## config.mk

```make
export PLATFORM = sky130hd
export DESIGN_NAME = chip_id_reader_flat
export DESIGN_NICKNAME = d
export VERILOG_FILES = /design/src/rtl/chip_id_reader_if.sv /design/src/rtl/chip_id_reader.sv /design/src/flat_wrapper.sv
export SDC_FILE = /design/constraint.sdc
export NUM_CORES = 1
export LEC_CHECK = 0
export CAP_MARGIN = 15
export CORE_AREA = 2 2 112 114
export DETAILED_ROUTE_END_ITERATION = 8
export DIE_AREA = 0 0 114 116
export PLACE_DENSITY = 0.76
export SYNTH_ARGS = -nofsm -noshare
export SYNTH_HDL_FRONTEND = slang
export SYNTH_SLANG_ARGS = --single-unit
```

## constraint.sdc

```tcl
create_clock -name clkin -period 5.8 [get_ports clkin]
set_input_delay 1.16 -clock clkin [delete_from_list [all_inputs] [get_ports clkin]]
set_output_delay 1.16 -clock clkin [all_outputs]
set_load 0.1 [all_outputs]
```

## src/rtl/chip_id_reader_if.sv

```systemverilog
// Fuse shift-register link and ID result signals of chip_id_reader.
// master = the reader, slave = the fuse block / ID consumer.
interface chip_id_reader_if;
   logic        fuse_clk_o;
   logic        fuse_shiftnld_o;
   logic        fuse_dout_i;
   logic        data_valid;
   logic [63:0] chip_id;
   logic        id_error;

   modport master (
      output fuse_clk_o, fuse_shiftnld_o, data_valid, chip_id, id_error,
      input  fuse_dout_i
   );

   modport slave (
      input  fuse_clk_o, fuse_shiftnld_o, data_valid, chip_id, id_error,
      output fuse_dout_i
   );
endinterface

```

## src/rtl/chip_id_reader.sv

```systemverilog
// Reads the 64-bit on-die fuse ID once after reset: LOAD pulses, then 64 SHIFT pulses, LSB first.
// Optional macro CHIP_ID_DOUBLE_READ_EN: two passes per attempt, compared, retried up to MAX_RETRY.
module chip_id_reader #(
   parameter int LOAD_PULSES = 2,
   parameter int MAX_RETRY   = 3
) (
   input  logic             clkin,
   input  logic             reset,
   chip_id_reader_if.master bus
);
   localparam int               CNT_W      = 16;
   localparam logic [CNT_W-1:0] LOAD_LAST  = CNT_W'(2 * LOAD_PULSES - 1);
   localparam logic [CNT_W-1:0] SHIFT_LAST = CNT_W'(127);

`ifdef CHIP_ID_DOUBLE_READ_EN
   localparam int RTY_W = $clog2(MAX_RETRY + 2);
   typedef enum logic [2:0] {
      IDLE = 3'd0, LOAD = 3'd1, SHIFT = 3'd2, COMPARE = 3'd3, DONE = 3'd4, FAIL = 3'd5
   } state_t;
`else
   typedef enum logic [1:0] {
      IDLE = 2'd0, LOAD = 2'd1, SHIFT = 2'd2, DONE = 2'd3
   } state_t;
`endif

   state_t           state_q, state_d;
   logic [CNT_W-1:0] cnt_q, cnt_d;
   logic             fuse_clk_q, fuse_clk_d;
   logic             shiftnld_q, shiftnld_d;
   logic             valid_q, valid_d;
   logic [63:0]      cap_q, cap_d;
   logic [63:0]      chip_id_q, chip_id_d;
`ifdef CHIP_ID_DOUBLE_READ_EN
   logic [63:0]      a_q, a_d;
   logic [63:0]      b_q, b_d;
   logic             pass_q, pass_d;
   logic [RTY_W-1:0] retry_q, retry_d;
   logic             err_q, err_d;
`endif

   // Next-state, capture and registered-output logic
   always_comb begin
      state_d   = state_q;
      cnt_d     = cnt_q + CNT_W'(1);
      cap_d     = cap_q;
      chip_id_d = chip_id_q;
      valid_d   = valid_q;
`ifdef CHIP_ID_DOUBLE_READ_EN
      a_d       = a_q;
      b_d       = b_q;
      pass_d    = pass_q;
      retry_d   = retry_q;
      err_d     = err_q;
`endif
      case (state_q)
         IDLE: begin
            state_d = LOAD;
            cnt_d   = '0;
         end
         LOAD: begin
            if (cnt_q == LOAD_LAST) begin
               state_d = SHIFT;
               cnt_d   = '0;
            end else begin
               state_d = LOAD;
            end
         end
         SHIFT: begin
            // odd count = fuse clock high; this edge ends the high phase
            if (cnt_q[0]) begin
               cap_d = {bus.fuse_dout_i, cap_q[63:1]};
            end else begin
               cap_d = cap_q;
            end
            if (cnt_q == SHIFT_LAST) begin
               cnt_d = '0;
`ifdef CHIP_ID_DOUBLE_READ_EN
               if (!pass_q) begin
                  a_d     = cap_d;
                  pass_d  = 1'b1;
                  state_d = LOAD;
               end else begin
                  b_d     = cap_d;
                  pass_d  = 1'b0;
                  state_d = COMPARE;
               end
`else
               state_d   = DONE;
               chip_id_d = cap_d;
               valid_d   = 1'b1;
`endif
            end else begin
               state_d = SHIFT;
            end
         end
`ifdef CHIP_ID_DOUBLE_READ_EN
         COMPARE: begin
            cnt_d = '0;
            if (a_q == b_q) begin
               state_d   = DONE;
               chip_id_d = a_q;
               valid_d   = 1'b1;
            end else if (retry_q == RTY_W'(MAX_RETRY)) begin
               state_d = FAIL;
               err_d   = 1'b1;
            end else begin
               state_d = LOAD;
               retry_d = retry_q + RTY_W'(1);
            end
         end
         FAIL: begin
            cnt_d = cnt_q;
         end
`endif
         DONE: begin
            cnt_d = cnt_q;
         end
         default: begin
            state_d = IDLE;
            cnt_d   = '0;
         end
      endcase

      fuse_clk_d = ((state_d == LOAD) || (state_d == SHIFT)) && cnt_d[0];
      shiftnld_d = (state_d == SHIFT);
   end

   // State and output registers
   always_ff @(posedge clkin or posedge reset) begin
      if (reset) begin
         state_q    <= IDLE;
         cnt_q      <= '0;
         fuse_clk_q <= 1'b0;
         shiftnld_q <= 1'b0;
         valid_q    <= 1'b0;
         cap_q      <= 64'h0;
         chip_id_q  <= 64'h0;
`ifdef CHIP_ID_DOUBLE_READ_EN
         a_q        <= 64'h0;
         b_q        <= 64'h0;
         pass_q     <= 1'b0;
         retry_q    <= '0;
         err_q      <= 1'b0;
`endif
      end else begin
         state_q    <= state_d;
         cnt_q      <= cnt_d;
         fuse_clk_q <= fuse_clk_d;
         shiftnld_q <= shiftnld_d;
         valid_q    <= valid_d;
         cap_q      <= cap_d;
         chip_id_q  <= chip_id_d;
`ifdef CHIP_ID_DOUBLE_READ_EN
         a_q        <= a_d;
         b_q        <= b_d;
         pass_q     <= pass_d;
         retry_q    <= retry_d;
         err_q      <= err_d;
`endif
      end
   end

   assign bus.fuse_clk_o      = fuse_clk_q;
   assign bus.fuse_shiftnld_o = shiftnld_q;
   assign bus.data_valid      = valid_q;
   assign bus.chip_id         = chip_id_q;
`ifdef CHIP_ID_DOUBLE_READ_EN
   assign bus.id_error        = err_q;
`else
   assign bus.id_error        = 1'b0;
`endif
endmodule

```

## src/flat_wrapper.sv

```systemverilog
// flat-port wrapper written by rule: the top's interface ports become plain ports
module chip_id_reader_flat 
#(
   parameter int LOAD_PULSES = 2,
   parameter int MAX_RETRY   = 3
)
  (clkin, reset, bus_fuse_clk_o, bus_fuse_shiftnld_o, bus_data_valid, bus_chip_id, bus_id_error, bus_fuse_dout_i);
  chip_id_reader_if bus_i ();
  input  logic clkin;
  input  logic reset;
  output wire logic [$bits(bus_i.fuse_clk_o)-1:0] bus_fuse_clk_o;
  output wire logic [$bits(bus_i.fuse_shiftnld_o)-1:0] bus_fuse_shiftnld_o;
  output wire logic [$bits(bus_i.data_valid)-1:0] bus_data_valid;
  output wire logic [$bits(bus_i.chip_id)-1:0] bus_chip_id;
  output wire logic [$bits(bus_i.id_error)-1:0] bus_id_error;
  input wire logic [$bits(bus_i.fuse_dout_i)-1:0] bus_fuse_dout_i;
  assign bus_fuse_clk_o = bus_i.fuse_clk_o;
  assign bus_fuse_shiftnld_o = bus_i.fuse_shiftnld_o;
  assign bus_data_valid = bus_i.data_valid;
  assign bus_chip_id = bus_i.chip_id;
  assign bus_id_error = bus_i.id_error;
  assign bus_i.fuse_dout_i = bus_fuse_dout_i;
  chip_id_reader #(.LOAD_PULSES(LOAD_PULSES), .MAX_RETRY(MAX_RETRY)) u_core (.clkin(clkin), .reset(reset), .bus(bus_i));
endmodule
```

==> impl_metrics.py <==
metrics = {
    "outcome": {
        "status": "completed",
    },
    "layout": {
        "drive_gt1_share_pct": 17.1,
        "stdcell_area_um2": 7840,
        "diodes": 0,
        "area_delta_synth_final_pct": 21.1,
        "final_cells": 768,
        "fin_nets": 614,
    },
    "sta": {
        "worst_pin_slew_ns": 1.11,
        "fin_skew_ns": 0.00664,
        "period_minus_slack_ns": 3.11,
        "slew-limit-headroom_pct": 26.1,
        "timing.fmax_mhz": 322,
        "maxSlewViolCount": 0,
        "hold_viol_final": 0,
        "setup_viol": 0,
        "min_period_over_period_pct": 53.5,
        "fin_tns_setup_ns": 0,
        "rsz0062_at_grt": "false",
        "layout_setup_ws_ns": 2.69,
    },
    "power_and_ir_drop": {
        "power_uw": 2230,
        "p_leak_uw": 0.00329,
        "vdd_drop_max_mv": 0.169,
        "powerDensity_nw_per_um2": 284,
    },
    "die": {
        "start_util_pct": 54.4,
        "core_um2": 11900,
        "ioPinCount": 71,
        "die_area_um2": 13200,
        "die_x_um": 114,
        "num_rows": 40,
        "die_h_um": 116,
    },
    "place": {
        "preCtsSetupSlack_ns": 2.79,
        "placed_cell_area_um2": 7230,
        "post-place-cells": 737,
        "hpwl_um": 7260,
        "port_buffers": 69,
        "gp_congestion": 0.780,
    },
    "synth": {
        "synth_flop_cell": "dfrtp_1",
        "ys_ff_latch": 149,
        "syn_area_um2": 6470,
        "yosys_warnings": 0,
        "ys_types": 42,
        "avgSynthCellArea_um2": 11.8,
        "synth_edf_count": 0,
        "ys_seq_area_share_pct": 57.6,
        "post-synth-top-count-cell": "dfrtp_1",
        "synthArstFlopShare_pct": 100,
        "yosysTopAreaCellShare_pct": 57.6,
        "yosys.area.top_type": "dfrtp_1",
        "synth_nets": 556,
        "syn_inst": 551,
        "netlist_top_cells_count": "dfrtp_1, nand2_1, o21ai_0",
        "ys_top_cells_by_area": "dfrtp_1, mux2_2, mux2i_1",
    },
    "clock_tree": {
        "tritoncts": "done",
        "cts.repair.resized": 0,
        "holdBufCountCts": 0,
        "clockBufferDepth": 2,
        "numCtsBuffers": 17,
        "cts-root-buf": "clkbuf_16",
        "postCtsSetupRepairBufs": 0,
        "clkTransAtPathRegs_ns": 0.06,
        "cts_sinks": 149,
        "clk_latency_ns": 0.41,
        "htreeDepth": 4,
    },
    "worst_setup_path": {
        "worst-path-buf-inv": 1,
        "crit_path_end_kind": "primary output",
        "worstSetupStartpointType": "register",
        "cp_slowest_cell": "clkdlybuf4s50_1",
        "cp_max_fo": 2,
        "arrival_ns": 1.95,
        "required_ns": 4.64,
        "cp_cell_sequence": "clkdlybuf4s50_1",
        "ff2ff_path_depth": 6,
        "worst_path_largest_cell_delay_ns": 1.15,
        "critPathTopFamily": "buffers and inverters",
        "crit_cells": 1,
        "crit_type": "register to primary output",
        "reg2reg_slack_ns": 3.06,
    },
    "detailed_routing": {
        "wire_per_inst_um": 15.3,
        "route.detailed.drc": 0,
        "drt-total-wl_um": 11700,
        "vias": 4213,
        "vias_per_cell": 5.49,
        "first_iter_violations": 313,
        "firstDrtPassIters": 5,
        "antenna_left": 0,
    },
    "job": {
        "cap_violations": 0,
    },
    "global_routing": {
        "grt_pass1_wl_um": 20600,
        "grt_pass1_vias": 4242,
        "antenna_found_initial": 0,
        "grt_util_all_layers_pct": 19.6,
        "grt_remaining_overflow": 0,
        "grt_max_degree": 130,
    },
    "worst_hold_path": {
        "hp-class": "register to register",
        "whs_path_depth": 1,
    },
}
-- cell type report --
type	instances	area, um2
well taps	147	184
clock inverters	13	183
fillers	903	4070
inverters	9	38.8
clock buffers	18	429
repair buffers	72	713
flip-flops and latches	149	3730
multi-input cells	360	2560
-- sequential cells by signal (all words and copies together) (netlist names) --
| signal | flops |
|---|---|
| u_core.bus.chip_id | 64 |
| u_core.bus.data_valid | 1 |
| u_core.bus.fuse_clk_o | 1 |
| u_core.bus.fuse_shiftnld_o | 1 |
| u_core.cap_q | 64 |
| u_core.cnt_q | 16 |
| u_core.state_q | 2 |
-- placed cells by master, fill, tap and decap left out, types with 3 or more instances in the layout --
| cell type | n |
|---|---|
| nor2_1 | 8 |
| nand2_1 | 77 |
| and2_1 | 3 |
| o21ai_1 | 12 |
| bufinv_16 | 4 |
| nand4_1 | 5 |
| mux2i_1 | 64 |
| clkdlybuf4s50_1 | 69 |
| o21ai_0 | 66 |
| a21oi_1 | 7 |
| clkinv_4 | 3 |
| or3_1 | 7 |
| clkbuf_16 | 17 |
| buf_4 | 3 |
| xnor2_1 | 3 |
| clkinv_2 | 4 |
| nand3_1 | 5 |
| nand2b_1 | 4 |
| mux2_2 | 64 |
| inv_1 | 8 |
| nor2b_1 | 3 |
| dfrtp_1 | 148 |
-- metrics by stage --
stage / utilization [%] / hold slack, ns
floorplan: - / 0.479
global placement: 60.7 / 0.448
detailed placement: 60.7 / 0.455
CTS: 65.8 / 0.469
global route: 65.8 / 0.476
finish: 65.8 / 0.467
-- cells by family after synthesis --
group | count (synthesis) | share of synthesized area, %
xor gates and xnor gates | 5 | 0.676
DFF | 149 | 57.6
AOI/OAI and AO/OA | 95 | 7.75
buffers and inverters | 42 | 2.88
adders and majority gates | 2 | 0.386
and+or+nand+nor | 129 | 9.64
other | 1 | 0.0579
muxes | 128 | 21.0
-- metal layers --
layer | track usage [%] | wire length [um] | share of wire [%]
met5 | 0 | 0 | 0
met4 | 6.99 | 153 | 1.3
met3 | 4.50 | 394 | 3.4
met2 | 32.4 | 5870 | 50
met1 | 25.6 | 5290 | 45
-- path summary, 6_finish.rpt --
kind / end / startpoint
worst min register to register: u_core.bus.data_valid / u_core.bus.data_valid
worst max register to register: u_core.cnt_q[15] / u_core.cnt_q[0]
worst max-delay path: bus_chip_id[28] / u_core.bus.chip_id[28]
max in group asynchronous: u_core.cap_q[27] / reset
worst min-delay path: u_core.bus.data_valid / u_core.bus.data_valid
min in group asynchronous: u_core.bus.chip_id[51] / reset
-- power breakdown --
| group | switching (uW) | internal [uW] |
|---|---|---|
| combinational | 26.6 | 10.5 |
| clock | 416 | 717 |
| sequential | 8.59 | 1050 |
| total | 451 | 1780 |
(Power assumes the default switching activity.)
